[src/rtl/dcm_freq_ctrl.sv]
// Push-button/switch front end for the clock manager: synchronizes and debounces
// three buttons, turns presses into one-cycle update requests and waits for the ack.

module dcm_debounce #(
  parameter int DEBOUNCE_CYCLES = 1_000_000
) (
  input  logic clk,
  input  logic rst,
  input  logic raw,
  output logic level,
  output logic press
);
  localparam int CW = (DEBOUNCE_CYCLES < 2) ? 1 : $clog2(DEBOUNCE_CYCLES + 1);
  localparam logic [CW-1:0] CNT_LAST = CW'(DEBOUNCE_CYCLES - 1);

  logic          s1, s2;
  logic [CW-1:0] cnt;

  always_ff @(posedge clk or posedge rst) begin
    if (rst) begin
      s1 <= 1'b0;
      s2 <= 1'b0;
    end else begin
      s1 <= raw;
      s2 <= s1;
    end
  end

  // Level flips on the edge that would take the disagreement count to DEBOUNCE_CYCLES;
  // press is registered so it is high for the single cycle after a rising flip.
  always_ff @(posedge clk or posedge rst) begin
    if (rst) begin
      cnt   <= '0;
      level <= 1'b0;
      press <= 1'b0;
    end else begin
      press <= 1'b0;
      if (s2 == level) begin
        cnt <= '0;
      end else if (cnt == CNT_LAST) begin
        cnt   <= '0;
        level <= s2;
        press <= s2;
      end else begin
        cnt <= cnt + CW'(1);
      end
    end
  end
endmodule

module dcm_freq_ctrl #(
  parameter int DEBOUNCE_CYCLES = 1_000_000,
  parameter int ACK_TIMEOUT     = 255
) (
  input  logic       clk,
  input  logic       rst,
  input  logic       btn_up,
  input  logic       btn_down,
  input  logic       btn_load,
  input  logic [2:0] sw,
  input  logic [2:0] prog_out,
  output logic       update,
  output logic [2:0] prog_in,
  output logic       busy,
  output logic       err
);
  localparam int NUM_BTN = 3;
  localparam int BTN_UP   = 0;
  localparam int BTN_DOWN = 1;
  localparam int BTN_LOAD = 2;
  localparam int TW = (ACK_TIMEOUT < 2) ? 1 : $clog2(ACK_TIMEOUT + 1);
  localparam logic [TW-1:0] TMO_LAST = TW'(ACK_TIMEOUT - 1);

  typedef enum logic [1:0] {
    ST_IDLE  = 2'd0,
    ST_ISSUE = 2'd1,
    ST_WAIT  = 2'd2
  } state_t;

  logic [NUM_BTN-1:0] raw_btn;
  logic [NUM_BTN-1:0] btn_level;
  logic [NUM_BTN-1:0] btn_press;
  logic [2:0]         sw_s1, sw_s2;

  state_t        state, state_n;
  logic [2:0]    prog_in_n;
  logic          update_n;
  logic          err_n;
  logic [TW-1:0] tcnt, tcnt_n;
  logic          ev_any;
  logic [2:0]    target;

  assign raw_btn = {btn_load, btn_down, btn_up};

  genvar g;
  generate
    for (g = 0; g < NUM_BTN; g++) begin : g_btn
      dcm_debounce #(.DEBOUNCE_CYCLES(DEBOUNCE_CYCLES)) u_db (
        .clk  (clk),
        .rst  (rst),
        .raw  (raw_btn[g]),
        .level(btn_level[g]),
        .press(btn_press[g])
      );
    end
  endgenerate

  always_ff @(posedge clk or posedge rst) begin
    if (rst) begin
      sw_s1 <= '0;
      sw_s2 <= '0;
    end else begin
      sw_s1 <= sw;
      sw_s2 <= sw_s1;
    end
  end

  // Same-cycle presses resolve load > up > down; the losers are simply discarded.
  assign ev_any = |btn_press;
  always_comb begin
    target = prog_in - 3'd1;
    if (btn_press[BTN_LOAD])    target = sw_s2;
    else if (btn_press[BTN_UP]) target = prog_in + 3'd1;
  end

  always_comb begin
    state_n   = state;
    prog_in_n = prog_in;
    update_n  = 1'b0;
    err_n     = err;
    tcnt_n    = tcnt;
    case (state)
      ST_IDLE: begin
        if (ev_any) begin
          prog_in_n = target;
          update_n  = 1'b1;
          state_n   = ST_ISSUE;
        end
      end
      ST_ISSUE: begin
        tcnt_n  = '0;
        state_n = ST_WAIT;
      end
      ST_WAIT: begin
        if (prog_out == prog_in) begin
          err_n   = 1'b0;
          state_n = ST_IDLE;
        end else if (tcnt == TMO_LAST) begin
          err_n   = 1'b1;
          state_n = ST_IDLE;
        end else begin
          tcnt_n = tcnt + TW'(1);
        end
      end
      default: state_n = ST_IDLE;
    endcase
  end

  always_ff @(posedge clk or posedge rst) begin
    if (rst) begin
      state   <= ST_IDLE;
      prog_in <= '0;
      update  <= 1'b0;
      busy    <= 1'b0;
      err     <= 1'b0;
      tcnt    <= '0;
    end else begin
      state   <= state_n;
      prog_in <= prog_in_n;
      update  <= update_n;
      busy    <= (state_n != ST_IDLE);
      err     <= err_n;
      tcnt    <= tcnt_n;
    end
  end

  // Debounced levels are only consumed as edges; keep them observable for lint.
  logic unused_level;
  assign unused_level = ^btn_level;
endmodule

[config.mk]
export PLATFORM = sky130hd
export DESIGN_NAME = dcm_freq_ctrl
export DESIGN_NICKNAME = d
export VERILOG_FILES = /design/src/rtl/dcm_freq_ctrl.sv
export SDC_FILE = /design/constraint.sdc
export NUM_CORES = 1
export LEC_CHECK = 0
export ABC_CLOCK_PERIOD_IN_PS = 1800
export BUFFER_PORTS_ARGS = -buffer_cell sky130_fd_sc_hd__clkbuf_2
export CELL_PAD_IN_SITES_DETAIL_PLACEMENT = 1
export CELL_PAD_IN_SITES_GLOBAL_PLACEMENT = 1
export CORE_MARGIN = 3
export CORE_UTILIZATION = 25
export CTS_CLUSTER_DIAMETER = 120
export DETAILED_ROUTE_END_ITERATION = 12
export PLACE_DENSITY = 0.43
export SYNTH_ARGS = -nofsm -noshare
export SYNTH_HDL_FRONTEND = slang
export SYNTH_HIERARCHICAL = 1
export SYNTH_SLANG_ARGS = --single-unit
[constraint.sdc]
create_clock -name clk -period 1.8 [get_ports clk]
set_input_delay 0 -clock clk [delete_from_list [all_inputs] [get_ports clk]]
set_output_delay 0 -clock clk [all_outputs]
set_load 0.03 [all_outputs]
* After elaboration in Yosys (flattened, before gate mapping) *
Index checks and enable logic that the tools add are counted.

operators by class
  $add $sub $neg = 6
  eq/ne operators = 12
  multiplexer cells = 25
  bitwise gates (word level) = 3
  reduce and logical (&&, ||, !) cells = 11

operators by type and width
  cell                                                                count
  20-bit two-way mux                                                  6
  20-bit by 1-bit adder with 20-bit output, second input constant     3
  20-bit == test, second input constant                               3
  8-bit two-way mux                                                   2
  8-bit one-hot mux with 2 select lines                               1
  1-bit two-way mux                                                   10
  2-bit AND reduction                                                 5
  8-bit by 1-bit adder with 8-bit output, second input constant       1
  8-bit == test, second input constant                                1
  2-bit two-way mux                                                   3
  3-bit two-way mux                                                   2
  2-bit one-hot mux with 3 select lines                               1
  2-bit nonzero test                                                  3
  2-bit != test, second input constant                                2
  3-bit by 1-bit adder with 3-bit output, second input constant       1
  1-bit == test                                                       3
  3-bit == test                                                       1
  1-bit inverter                                                      3
  3-bit AND reduction                                                 1
  3-bit OR reduction                                                  1
  3-bit by 1-bit subtractor with 3-bit output, second input constant  1
  2-bit by 1-bit == test with 1-bit output, second input constant     1
  2-bit == test, second input constant                                1
  2-bit zero test                                                     1

storage, ports and cells
  bits in registers = 94
  input port bits = 11
  output and inout port bits = 6
  word-level logic and storage cells = 80

* Depth between registers and ports, before layout *
Gate-level depths: netlist (run 1).

  word-level depth = 5
  mapped depth = 7
  depth with buffers taken out = 6

* Cells and area by module *
Netlist (run 1), hierarchy kept.

by module, submodules not included
  module         instances  cells an instance  area each (µm²)
  dcm_debounce   3          108                1188.6
  dcm_freq_ctrl  1          120                1149.9

* Worst setup path before layout (run 1) *
Ideal clock, no wire load.

  path kind = flip-flop to flip-flop
  start = register prog_in[1]
  end = register tcnt[4]
  data arrival time = 1.748 ns
  required time = 1.678 ns
  setup slack = -0.069 ns
  cell stages (with the launch flop) = 6
  path buffers = 1
  path through = dfrtp_1 -> xnor2_1 -> and3_1 -> buf_6 -> or4_1 -> a32o_1

between the ends
  word-level cells in the longest chain between the ends = 3

ends and longest elaborated chain
  element                               RTL line  RTL
  start, declared                       63        output logic [2:0] prog_in,
  start signal, assigned                169       prog_in <= prog_in_n;
  3-bit == test                         145       if (prog_out == prog_in) begin
  2-bit != test (no source line)        n/a
  3-bit AND reduction (no source line)  n/a
  end signal, assigned                  173       tcnt <= tcnt_n;
  end, declared                         89        logic [TW-1:0] tcnt, tcnt_n;

No other way between the ends.
A chain may end at the register's enable or synchronous reset.

* Worst setup path in the final report (run 1) *
  start = register g_btn[2].u_db.cnt[18]
  end = register g_btn[2].u_db.level

between the ends
  word-level cells in the longest chain between the ends = 2

ends and longest elaborated chain
  element                               RTL line  RTL
  start, declared                       17        logic [CW-1:0] cnt;
  start signal, assigned                45        cnt <= cnt + CW'(1);
  20-bit == test                        40        end else if (cnt == CNT_LAST) begin
  2-bit AND reduction (no source line)  n/a
  end signal, assigned                  34        level <= 1'b0;
  end signal, assigned                  42        level <= s2;
  end, declared                         10        output logic level,

No other way between the ends.

==> flow_metrics.env, run 1 <==
export IMPL_finalHoldViolations=0
export IMPL_start_kind="register"
export IMPL_r2r_start="g_btn[2].u_db/cnt[18]$_DFF_PP0_"
export IMPL_drt_initial_drc_count=140
export IMPL_path_cells="nand3_2, or3_4, or4_4, mux2_4"
export IMPL_ys_ff_latch=94
export IMPL_cp_buffers_inverters=0
export IMPL_min_period_ps=1770
export IMPL_cp_end_kind="register"
export IMPL_syn_inst=444
export IMPL_fin_skew_ps=9.01
export IMPL_dpl_hpwl_mm=8.63
export IMPL_num_vias=3751
export IMPL_clk_latency_ps=350
export IMPL_ys_flop_type="dfrtp_1"
export IMPL_cpPeakStageDelay_ps=520
export IMPL_cts_clk_slew_worst_paths_ps=70
export IMPL_rsz0062_at_grt="yes"
export IMPL_grt_max_degree=25
export IMPL_switching_share_pct=23.2
export IMPL_crit_fanout=4
export IMPL_synth_edf_count=0
export IMPL_maxSlewViolCount=0
export IMPL_crit_arrival_ps=2000
export IMPL_area_growth_pct=30.6
export IMPL_synth_warnings=6
export IMPL_final_cell_mix="91 x dfrtp_1, 79 x buf_4, 55 x nor2_1, 29 x nand2_1, 23 x xnor2_1"
export IMPL_slew_headroom_pct=54.1
export IMPL_async_flop_share_pct=100
export IMPL_drt_wl_total_mm=12.1
export IMPL_gr_total_overflow=0
export IMPL_total_power_w=0.00431
export IMPL_hp_class="in2async"
export IMPL_clkPwrFrac_pct=45.0
export IMPL_cts_sinks=94
export IMPL_cts_tree="built"
export IMPL_fin_cells=787
export IMPL_dieArea_sq_um=20500
export IMPL_fin_crit_sh_pct=98.1
export IMPL_worst_r2r_endpoint="g_btn[2].u_db/level$_DFFE_PP0P_"
export IMPL_p_per_area_nw_per_um2=700
export IMPL_synth_cell_types=53
export IMPL_required_ps=2030
export IMPL_cap_violations=0
export IMPL_dp_cells=756
export IMPL_wire_per_inst_um=15.4
export IMPL_clock_root_buffer="clkbuf_16"
export IMPL_finalSetupViolCount=0
export IMPL_p_int_w=0.00331
export IMPL_firstDrtPassIters=4
export IMPL_worstSetupPathType="reg2reg"
export IMPL_gp_congestion=0.765
export IMPL_tightestPinTransition_ps=688
export IMPL_floorplan_io_pins=17
export IMPL_synth_net_count=461
export IMPL_syn_area_sq_um=4720
export IMPL_syn_area_per_cell_sq_um=10.6
export IMPL_die_w_um=143
export IMPL_p_seq_share_pct=50.3
export IMPL_cp_top_family="simple AND/OR/NAND/NOR gates"
export IMPL_rows=49
export IMPL_yosysSeqAreaShare_pct=49.9
export IMPL_max_freq_mhz=566
export IMPL_grt_pass1_vias=4080
export IMPL_pwr_share_comb_pct=4.7
export IMPL_cts_htree_levels=3
export IMPL_track_usage_pct=12.5
export IMPL_p_switching_w=0.00100
export IMPL_reg2regPathDepth=4
export IMPL_final_nets=571
export IMPL_status="complete, no violations"
export IMPL_rrSetupSlack_ps=30
export IMPL_antenna_cells=0
export IMPL_drive_gt1_share_pct=29.6
export IMPL_slowest_stage="or4_4"
export IMPL_worst_path_stages=4
export IMPL_core_area_sq_um=18300
export IMPL_antenna_left=0
export IMPL_max_vdd_ir_drop_mv=0.460
export IMPL_drc=0
export IMPL_io_buffers=16
export IMPL_leakage_nw=2.66
export IMPL_start_util_pct=25.8
export IMPL_clock_path_buffers=2
export IMPL_final_common_cell="dfrtp_1"
export IMPL_vias_per_cell=4.77
export IMPL_grt_pass1_wl_mm=20.6
export IMPL_antenna_found_initial=0
export IMPL_cts_made_buffers=9
export IMPL_die_height_um=143
-- power groups by stage --
| stage | clock network [W] | registers, W | logic (W) |
|---|---|---|---|
| 2_1_floorplan | 0 | 0.00220 | 0.000104 |
| 3_3_place_gp | 0 | 0.00221 | 0.000186 |
| 3_5_place_dp | 0 | 0.00221 | 0.000185 |
| 4_1_cts | 0.00204 | 0.00217 | 0.000199 |
| 5_1_grt | 0.00214 | 0.00217 | 0.000233 |
| 6_report | 0.00194 | 0.00217 | 0.000202 |
-- cell type report --
cell class	count	area [sq um]
multi-input combinational	324	2340
tap	229	287
inverter	16	60.1
clock inverter	6	71.3
clock buffer	9	225
timing repair buffer	109	822
fill	2103	12100
sequential	94	2360
-- through the flow --
stage	setup TNS [ps]	hold WS, ps	area, sq um	utilization, %	setup WS, ps
2_1_floorplan	0	-11.0	4730	-	7.18
4_1_cts	0	273	6010	32.9	7.74
6_report	0	282	6160	33.7	33.6
3_5_place_dp	-4.17	110	5620	30.8	-2.56
5_1_grt	-269	291	6160	33.7	-42.6
3_3_place_gp	0	110	5620	30.8	3.44
-- Yosys cell counts (2+ instances only) --
| cell type | count | area [sq um] |
|---|---|---|
| nand3_2 | 6 | 60.1 |
| o21ai_1 | 4 | 20.0 |
| o41ai_4 | 3 | 82.6 |
| nand4bb_1 | 3 | 33.8 |
| dfrtp_1 | 94 | 2350 |
| xor2_1 | 21 | 184 |
| or4_4 | 3 | 33.8 |
| a22o_1 | 2 | 17.5 |
| xnor2_1 | 25 | 219 |
| ha_1 | 5 | 62.6 |
| o21ai_0 | 4 | 20.0 |
| o31a_1 | 2 | 17.5 |
| or2_1 | 4 | 25.0 |
| nor3b_1 | 3 | 22.5 |
| nand3_1 | 22 | 110 |
| or3_1 | 3 | 18.8 |
| a21oi_1 | 16 | 80.1 |
| inv_1 | 15 | 56.3 |
| a31oi_1 | 4 | 25.0 |
| nand2_1 | 29 | 109 |
| nor3_1 | 11 | 55.1 |
| nor2_1 | 59 | 221 |
| nor4_2 | 6 | 75.1 |
| and3_1 | 12 | 75.1 |
| o31ai_1 | 9 | 67.6 |
| buf_4 | 3 | 22.5 |
| nor4bb_1 | 3 | 30.0 |
| nand4_1 | 8 | 50.1 |
| nor4_1 | 6 | 37.5 |
| o311ai_1 | 3 | 26.3 |
| mux2i_1 | 5 | 50.1 |
| o211ai_1 | 2 | 15.0 |
| nand3b_1 | 2 | 15.0 |
| or3_4 | 3 | 33.8 |
| mux2_4 | 3 | 45.0 |
| clkbuf_1 | 5 | 18.8 |
| or4_1 | 10 | 75.1 |
| nand4_2 | 6 | 75.1 |
| and4_1 | 6 | 52.6 |
-- timing repair --
item	CTS	global route
hold buffers	7	0
endpoints found under the setup margin	2	46
resized for setup	0	26
pin swaps	6	13
endpoints found under the hold margin	92	0
cloned	0	2
buffers inserted	3	4
-- sequential cells by signal, summed over array words and instances (netlist names) --
| register | flops |
|---|---|
| err | 1 |
| g_btn.u_db/level | 3 |
| busy | 1 |
| update | 1 |
| g_btn.u_db/press | 3 |
| state | 2 |
| g_btn.u_db/s1 | 3 |
| sw_s2 | 3 |
| g_btn.u_db/cnt | 60 |
| sw_s1 | 3 |
| prog_in | 3 |
| tcnt | 8 |
| g_btn.u_db/s2 | 3 |
-- how the worst max path moves through the flow --
stage	from	endpoint	slack, ps
2_1_floorplan	g_btn[0].u_db/cnt[10]$_DFF_PP0_	g_btn[0].u_db/level$_DFFE_PP0P_	7
3_3_place_gp	g_btn[2].u_db/cnt[10]$_DFF_PP0_	g_btn[2].u_db/level$_DFFE_PP0P_	3
3_5_place_dp	g_btn[2].u_db/cnt[10]$_DFF_PP0_	g_btn[2].u_db/level$_DFFE_PP0P_	-3
4_1_cts	g_btn[1].u_db/cnt[10]$_DFF_PP0_	g_btn[1].u_db/level$_DFFE_PP0P_	8
5_1_grt	g_btn[2].u_db/cnt[1]$_DFF_PP0_	g_btn[2].u_db/cnt[14]$_DFF_PP0_	-40
6_report	g_btn[2].u_db/cnt[18]$_DFF_PP0_	g_btn[2].u_db/level$_DFFE_PP0P_	30
-- tightest hold or removal path, stage by stage --
cell and delay [ps]:
dlygate4sd3_1 530, clkbuf_2 140, inv_1 60, buf_4 280
-- cells by family (layout without fill, tap and decap cells) --
| group | count (synthesis) | in the layout | synth area share, % |
|---|---|---|---|
| AOI/OAI and AO/OA | 57 | 57 | 9.37 |
| xor gates and xnor gates | 46 | 46 | 8.54 |
| adders and majority gates | 6 | 6 | 1.75 |
| buffers and inverters | 26 | 140 | 2.49 |
| DFF | 94 | 94 | 49.9 |
| muxes | 8 | 8 | 2.02 |
| and+or+nand+nor | 207 | 207 | 25.9 |
-- per-layer routing --
metal | GRT usage [%] | share of wire (%) | vias up
met5 | 0 | 0 | -
met4 | 4.56 | 1.3 | 0
met3 | 1.93 | 1.4 | 10
met2 | 20.6 | 49 | 20
met1 | 16.8 | 48 | 1899
li1 | - | - | 1822
No activity file was read; power rests on OpenSTA's default activity.
==> run 2: changes to the inputs <==
--- a/config.mk
+++ b/config.mk
@@ -13,7 +13,7 @@
 export CORE_UTILIZATION = 25
 export CTS_CLUSTER_DIAMETER = 120
 export DETAILED_ROUTE_END_ITERATION = 12
-export PLACE_DENSITY = 0.43
+export PLACE_DENSITY = 0.52
 export SYNTH_ARGS = -nofsm -noshare
 export SYNTH_HDL_FRONTEND = slang
 export SYNTH_HIERARCHICAL = 1
==> run 2 against run 1 <==
  * The flow now finishes with violations (negative setup slack)
  * Routed wire length is 3.2% lower
  * Worst hold slack worse by 180 ps
  * Clock power is 6% lower
  * Setup slack worse by 47 ps
  * Die area stayed put
  * Sequential cell count stayed put
  * Cell area is 0.14% higher
  * Register-to-register slack worse by 50 ps
  * Sequential share of layout area is 0.054 points lower
  * Critical endpoint unchanged
  * Total power is 2.7% lower
  * Sequential power hardly changed
  * Combinational power hardly changed
==> flow_metrics.env, run 2 (synthesized netlist as in run 1, its figures left out) <==
export IMPL_clock_path_buffers=2
export IMPL_wire_per_inst_um=14.9
export IMPL_min_period_ps=1810
export IMPL_regArea_sq_um=2360
export IMPL_antenna_cells=0
export IMPL_io_buffers=16
export IMPL_rows=49
export IMPL_maxSlewViolCount=0
export IMPL_place_area_sq_um=5610
export IMPL_antenna_left=0
export IMPL_multiInputGateArea_sq_um=2380
export IMPL_grt_pass1_wl_mm=20.1
export IMPL_tightestPinTransition_ps=429
export IMPL_vias_per_cell=4.74
export IMPL_max_vdd_ir_drop_mv=0.488
export IMPL_grt_pass1_vias=4025
export IMPL_antenna_found_initial=0
export IMPL_start_util_pct=25.8
export IMPL_crit_arrival_ps=2040
export IMPL_drt_initial_drc_count=162
export IMPL_start_kind="register"
export IMPL_cts_htree_levels=3
export IMPL_fin_cells=787
export IMPL_final_nets=571
export IMPL_floorplan_io_pins=17
export IMPL_gr_total_overflow=0
export IMPL_slew_headroom_pct=71.3
export IMPL_cts_tree="built"
export IMPL_status="complete, but fails checks"
export IMPL_finalHoldViolations=0
export IMPL_finalSetupViolCount=1
export IMPL_drt_wl_total_mm=11.7
export IMPL_area_growth_pct=30.8
export IMPL_largest_reg_flops=60
export IMPL_p_int_w=0.00324
export IMPL_p_switching_w=0.000960
export IMPL_fin_crit_sh_pct=101
export IMPL_rsz0062_at_grt="yes"
export IMPL_die_w_um=143
export IMPL_num_vias=3734
export IMPL_p_per_area_nw_per_um2=680
export IMPL_largest_registers="g_btn.u_db/cnt: 60 flops, tcnt: 8 flops"
export IMPL_hold_ws_ps=99.0
export IMPL_final_cell_mix="91 x dfrtp_1, 82 x buf_4, 54 x nor2_1, 28 x nand2_1, 23 x xnor2_1"
export IMPL_clock_root_buffer="clkbuf_16"
export IMPL_violations="negative setup slack"
export IMPL_required_ps=2030
export IMPL_pwr_share_comb_pct=4.9
export IMPL_cts_clk_slew_worst_paths_ps=70
export IMPL_dpl_hpwl_mm=8.40
export IMPL_worstSetupPathType="reg2reg"
export IMPL_crit_fanout=4
export IMPL_track_usage_pct=12.2
export IMPL_grt_max_degree=25
export IMPL_switching_share_pct=22.9
export IMPL_fin_area_sq_um=6170
export IMPL_drive_gt1_share_pct=29.7
export IMPL_fin_skew_ps=7.32
export IMPL_setup_ws_ps=-13.3
export IMPL_clkPwrFrac_pct=43.4
export IMPL_clk_latency_ps=350
export IMPL_firstDrtPassIters=4
export IMPL_top_register="g_btn.u_db/cnt"
export IMPL_die_height_um=143
export IMPL_dieArea_sq_um=20500
export IMPL_hp_class="in2async"
export IMPL_cts_sinks=94
export IMPL_leakage_nw=2.70
export IMPL_max_freq_mhz=551
export IMPL_drc=0
export IMPL_core_area_sq_um=18300
export IMPL_cap_violations=0
export IMPL_gp_congestion=0.763
export IMPL_fillerInstances=2065
export IMPL_p_seq_share_pct=51.7
export IMPL_dp_cells=754
export IMPL_cts_made_buffers=9
export IMPL_final_common_cell="dfrtp_1"
export IMPL_cp_end_kind="register"
run 2: cell count changes in the layout (fill, tap and decap cells not counted), sizes merged:
cell,before,now
bufinv,1,0
clkbuf,25,28
inv,18,16
run 2: stage by stage:
stage                     total power (W)  setup WS [ps]  setup TNS, ps  utilization (%)
after floorplan                   0.00231           7.18              0                -
after global placement            0.00239          -41.7          -41.7             30.7
after detailed placement          0.00240          -62.5          -82.5             30.7
after CTS                         0.00427          -11.1          -11.1             32.8
after global routing              0.00440          -77.0           -148             33.8
final                             0.00419          -13.3          -13.3             33.8
run 2: worst paths after layout:
kind	from	endpoint	slack [ps]	cells after the start
min in group clk	btn_down	g_btn[1].u_db/s1$_DFF_PP0_	290	2
worst min register to register	sw_s1[2]$_DFF_PP0_	sw_s2[2]$_DFF_PP0_	350	0
worst min-delay path	rst	sw_s1[2]$_DFF_PP0_	100	3
worst max register to register	g_btn[2].u_db/cnt[14]$_DFF_PP0_	g_btn[2].u_db/level$_DFFE_PP0P_	-10	4
worst max-delay path	g_btn[2].u_db/cnt[14]$_DFF_PP0_	g_btn[2].u_db/level$_DFFE_PP0P_	-10	4
max in group asynchronous	rst	prog_in[0]$_DFFE_PP0P_	1220	4
run 2: area by class of cell:
class                           count  share of cell area, %
Clock inverter                      3                  0.325
Inverter                           16                  0.974
Timing Repair Buffer              109                   13.1
Tap cell                          229                   4.65
Sequential cell                    94                   38.2
Multi-Input combinational cell    324                   38.6
Clock buffer                       12                   4.16
run 2: repair_timing:
item                                    in CTS  in global routing
endpoints found under the setup margin       2                 29
hold buffers                                 7                  0
resized for setup                            1                 26
pin swaps                                    6                 17
endpoints found under the hold margin      100                  0
buffers inserted                             3                  7
gates cloned                                 0                  1
run 2: power by group through the flow:
stage | Sequential (W) | Combinational (W) | Clock, W
after floorplan | 0.00220 | 0.000104 | 0
after global placement | 0.00221 | 0.000185 | 0
after global routing | 0.00217 | 0.000231 | 0.00200
after CTS | 0.00217 | 0.000201 | 0.00190
final | 0.00217 | 0.000204 | 0.00182
after detailed placement | 0.00221 | 0.000187 | 0
run 2: layer usage:
metal / vias to the layer above / global-route usage [%] / wire (um)
met5: - / 0 / 0
met4: 0 / 3.96 / 176
met3: 12 / 2.53 / 286
met2: 32 / 19.0 / 5560
met1: 1877 / 16.9 / 5710
li1: 1813 / - / -
run 2: critical path, stage by stage, from the launching register on:
cell and delay [ps]:
dfrtp_1 390, nand2_1 70, or3_4 390, or4_4 550, mux2_4 310
==> run 3: changes to the inputs <==
--- a/config.mk
+++ b/config.mk
@@ -5,7 +5,7 @@
 export SDC_FILE = /design/constraint.sdc
 export NUM_CORES = 1
 export LEC_CHECK = 0
-export ABC_CLOCK_PERIOD_IN_PS = 1800
+export ABC_CLOCK_PERIOD_IN_PS = 1600
 export BUFFER_PORTS_ARGS = -buffer_cell sky130_fd_sc_hd__clkbuf_2
 export CELL_PAD_IN_SITES_DETAIL_PLACEMENT = 1
 export CELL_PAD_IN_SITES_GLOBAL_PLACEMENT = 1
@@ -14,6 +14,7 @@
 export CTS_CLUSTER_DIAMETER = 120
 export DETAILED_ROUTE_END_ITERATION = 12
 export PLACE_DENSITY = 0.52
+export SKIP_LAST_GASP = 1
 export SYNTH_ARGS = -nofsm -noshare
 export SYNTH_HDL_FRONTEND = slang
 export SYNTH_HIERARCHICAL = 1
==> constraint.sdc (replaced) <==
create_clock -name clk -period 1.6 [get_ports clk]
set_input_delay 0 -clock clk [delete_from_list [all_inputs] [get_ports clk]]
set_output_delay 0 -clock clk [all_outputs]
set_load 0.03 [all_outputs]
==> run 3 against run 2 <==
  * The flow still finishes with violations (negative setup slack)
  * Non-clock buffer count increased by 48
  * Clock power increased by 19%
  * Count of clock-buffer cells in the layout increased by 1
  * Register-to-register slack got worse by 180 ps
  * Sequential power increased by 12%
  * First-iteration DRC count decreased by 3.1%
  * Worst hold slack improved by 14 ps
  * Critical endpoint unchanged
  * Largest cell class unchanged
==> flow_metrics.env, run 3 (synthesized netlist as in run 1, its figures left out) <==
export IMPL_fin_crit_sh_pct=112
export IMPL_max_freq_mhz=557
export IMPL_fin_tns_setup_ps=-7060
export IMPL_final_common_cell="buf_4"
export IMPL_clock_path_buffers=2
export IMPL_final_cell_mix="119 x buf_4, 91 x dfrtp_1, 35 x nor2_1, 28 x nand2_1"
export IMPL_rsz0062_at_grt="yes"
export IMPL_track_usage_pct=13.3
export IMPL_firstDrtPassIters=4
export IMPL_vias_per_cell=4.74
export IMPL_grt_pass1_vias=4452
export IMPL_rows=49
export IMPL_cts_tree="built"
export IMPL_leakage_nw=2.96
export IMPL_place_area_sq_um=5930
export IMPL_min_period_ps=1800
export IMPL_pwr_share_comb_pct=5.9
export IMPL_cts_htree_levels=3
export IMPL_drc=0
export IMPL_fin_util_pct=37.0
export IMPL_fillerInstances=2054
export IMPL_drt_initial_drc_count=157
export IMPL_die_height_um=143
export IMPL_status="complete, but fails checks"
export IMPL_p_seq_share_pct=49.9
export IMPL_drt_wl_total_mm=12.7
export IMPL_cts_sinks=94
export IMPL_regArea_sq_um=2360
export IMPL_core_area_sq_um=18300
export IMPL_antenna_cells=0
export IMPL_fin_area_sq_um=6760
export IMPL_grt_pass1_wl_mm=22.0
export IMPL_dieArea_sq_um=20500
export IMPL_p_switching_w=0.00108
export IMPL_fin_skew_ps=7.90
export IMPL_clk_latency_ps=340
export IMPL_finalSetupViolCount=67
export IMPL_required_ps=1830
export IMPL_clock_root_buffer="clkbuf_16"
export IMPL_top_register="g_btn.u_db/cnt"
export IMPL_post_place_ws_ps=-274
export IMPL_crit_fanout=3
export IMPL_antenna_left=0
export IMPL_gr_total_overflow=0
export IMPL_slew_headroom_pct=72.0
export IMPL_p_int_w=0.00380
export IMPL_largest_reg_flops=60
export IMPL_switching_share_pct=22.2
export IMPL_cap_violations=0
export IMPL_start_util_pct=25.8
export IMPL_cts_made_buffers=9
export IMPL_final_nets=619
export IMPL_hp_class="in2async"
export IMPL_drive_gt1_share_pct=41.8
export IMPL_cp_end_kind="register"
export IMPL_cts_clk_slew_worst_paths_ps=70
export IMPL_die_w_um=143
export IMPL_violations="negative setup slack"
export IMPL_multiInputGateArea_sq_um=2550
export IMPL_hold_ws_ps=113
export IMPL_largest_registers="g_btn.u_db/cnt: 60 flops, tcnt: 8 flops"
export IMPL_floorplan_io_pins=17
export IMPL_crit_arrival_ps=2020
export IMPL_antenna_found_initial=0
export IMPL_dpl_hpwl_mm=9.17
export IMPL_p_per_area_nw_per_um2=723
export IMPL_tightestPinTransition_ps=418
export IMPL_max_vdd_ir_drop_mv=0.515
export IMPL_finalHoldViolations=0
export IMPL_num_vias=3963
export IMPL_start_kind="register"
export IMPL_setup_ws_ps=-196
export IMPL_grt_max_degree=25
export IMPL_clkPwrFrac_pct=44.2
export IMPL_area_growth_pct=43.4
export IMPL_wire_per_inst_um=15.2
export IMPL_maxSlewViolCount=0
export IMPL_io_buffers=16
export IMPL_worstSetupPathType="reg2reg"
export IMPL_gp_congestion=0.777
## run 3: cell types whose count changed in the layout (fill, tap and decap cells not counted), moves of 3 or more
cell | before | now
nor2_2 | 5 | 18
buf_6 | 4 | 15
and3_4 | 0 | 3
and3_1 | 12 | 9
a21oi_2 | 1 | 9
nor2_1 | 54 | 35
nor3_2 | 0 | 3
a21oi_1 | 15 | 7
nor2_4 | 0 | 6
nor3_1 | 11 | 8
buf_4 | 82 | 119
## run 3: critical path: stages (launching register included)
cell	delay (ps)
dfrtp_1	410
nor4_4	310
nand4_2	160
or4_4	480
mux2_4	320
## run 3: cell type report
cell class              count  share of cell area [%]
multi-input cells         324                    37.7
flip-flops and latches     94                    34.8
repair buffers            157                    17.9
well taps                 229                    4.24
clock buffers              13                    3.70
inverters                  16                   0.888
clock inverters             3                   0.666
## run 3: power by group through the flow
stage          registers, W  clock network, W  logic [W]
5_1_grt             0.00244           0.00237   0.000322
2_1_floorplan       0.00248                 0   0.000117
4_1_cts             0.00244           0.00226   0.000275
3_5_place_dp        0.00248                 0   0.000235
6_report            0.00244           0.00216   0.000289
3_3_place_gp        0.00248                 0   0.000234
## run 3: repair_timing
action,in CTS,in global routing
setup endpoints to repair,69,72
endpoints found under the hold margin,100,0
setup buffers,8,6
resized for setup,46,41
hold buffers,7,0
pin swaps,22,15
gates cloned,2,0
## run 3: metrics by stage
step           instances  power, W
3_3_place_gp         797   0.00271
6_report             836   0.00489
2_1_floorplan        444   0.00260
5_1_grt              836   0.00513
3_5_place_dp         797   0.00272
4_1_cts              830   0.00497
## run 3: worst paths after layout
path / depth (start not counted) / slack [ps] / endpoint / start
max: 4 / -200 / g_btn[2].u_db/level$_DFFE_PP0P_ / g_btn[2].u_db/cnt[7]$_DFF_PP0_
min: 3 / 110 / g_btn[0].u_db/press$_DFF_PP0_ / rst
max reg2reg: 4 / -200 / g_btn[2].u_db/level$_DFFE_PP0P_ / g_btn[2].u_db/cnt[7]$_DFF_PP0_
min reg2reg: 0 / 340 / sw_s2[1]$_DFF_PP0_ / sw_s1[1]$_DFF_PP0_
max in group asynchronous: 4 / 990 / g_btn[0].u_db/cnt[14]$_DFF_PP0_ / rst
min in group clk: 5 / 260 / err$_DFFE_PP0P_ / prog_out[0]
## run 3: layer usage
metal | vias up | global-route usage [%] | part of all wire (%)
met3 | 8 | 2.16 | 2.3
met2 | 40 | 23.7 | 53
li1 | 1924 | - | -
met4 | 0 | 4.21 | 1.2
met5 | - | 0 | 0
met1 | 1991 | 16.4 | 44
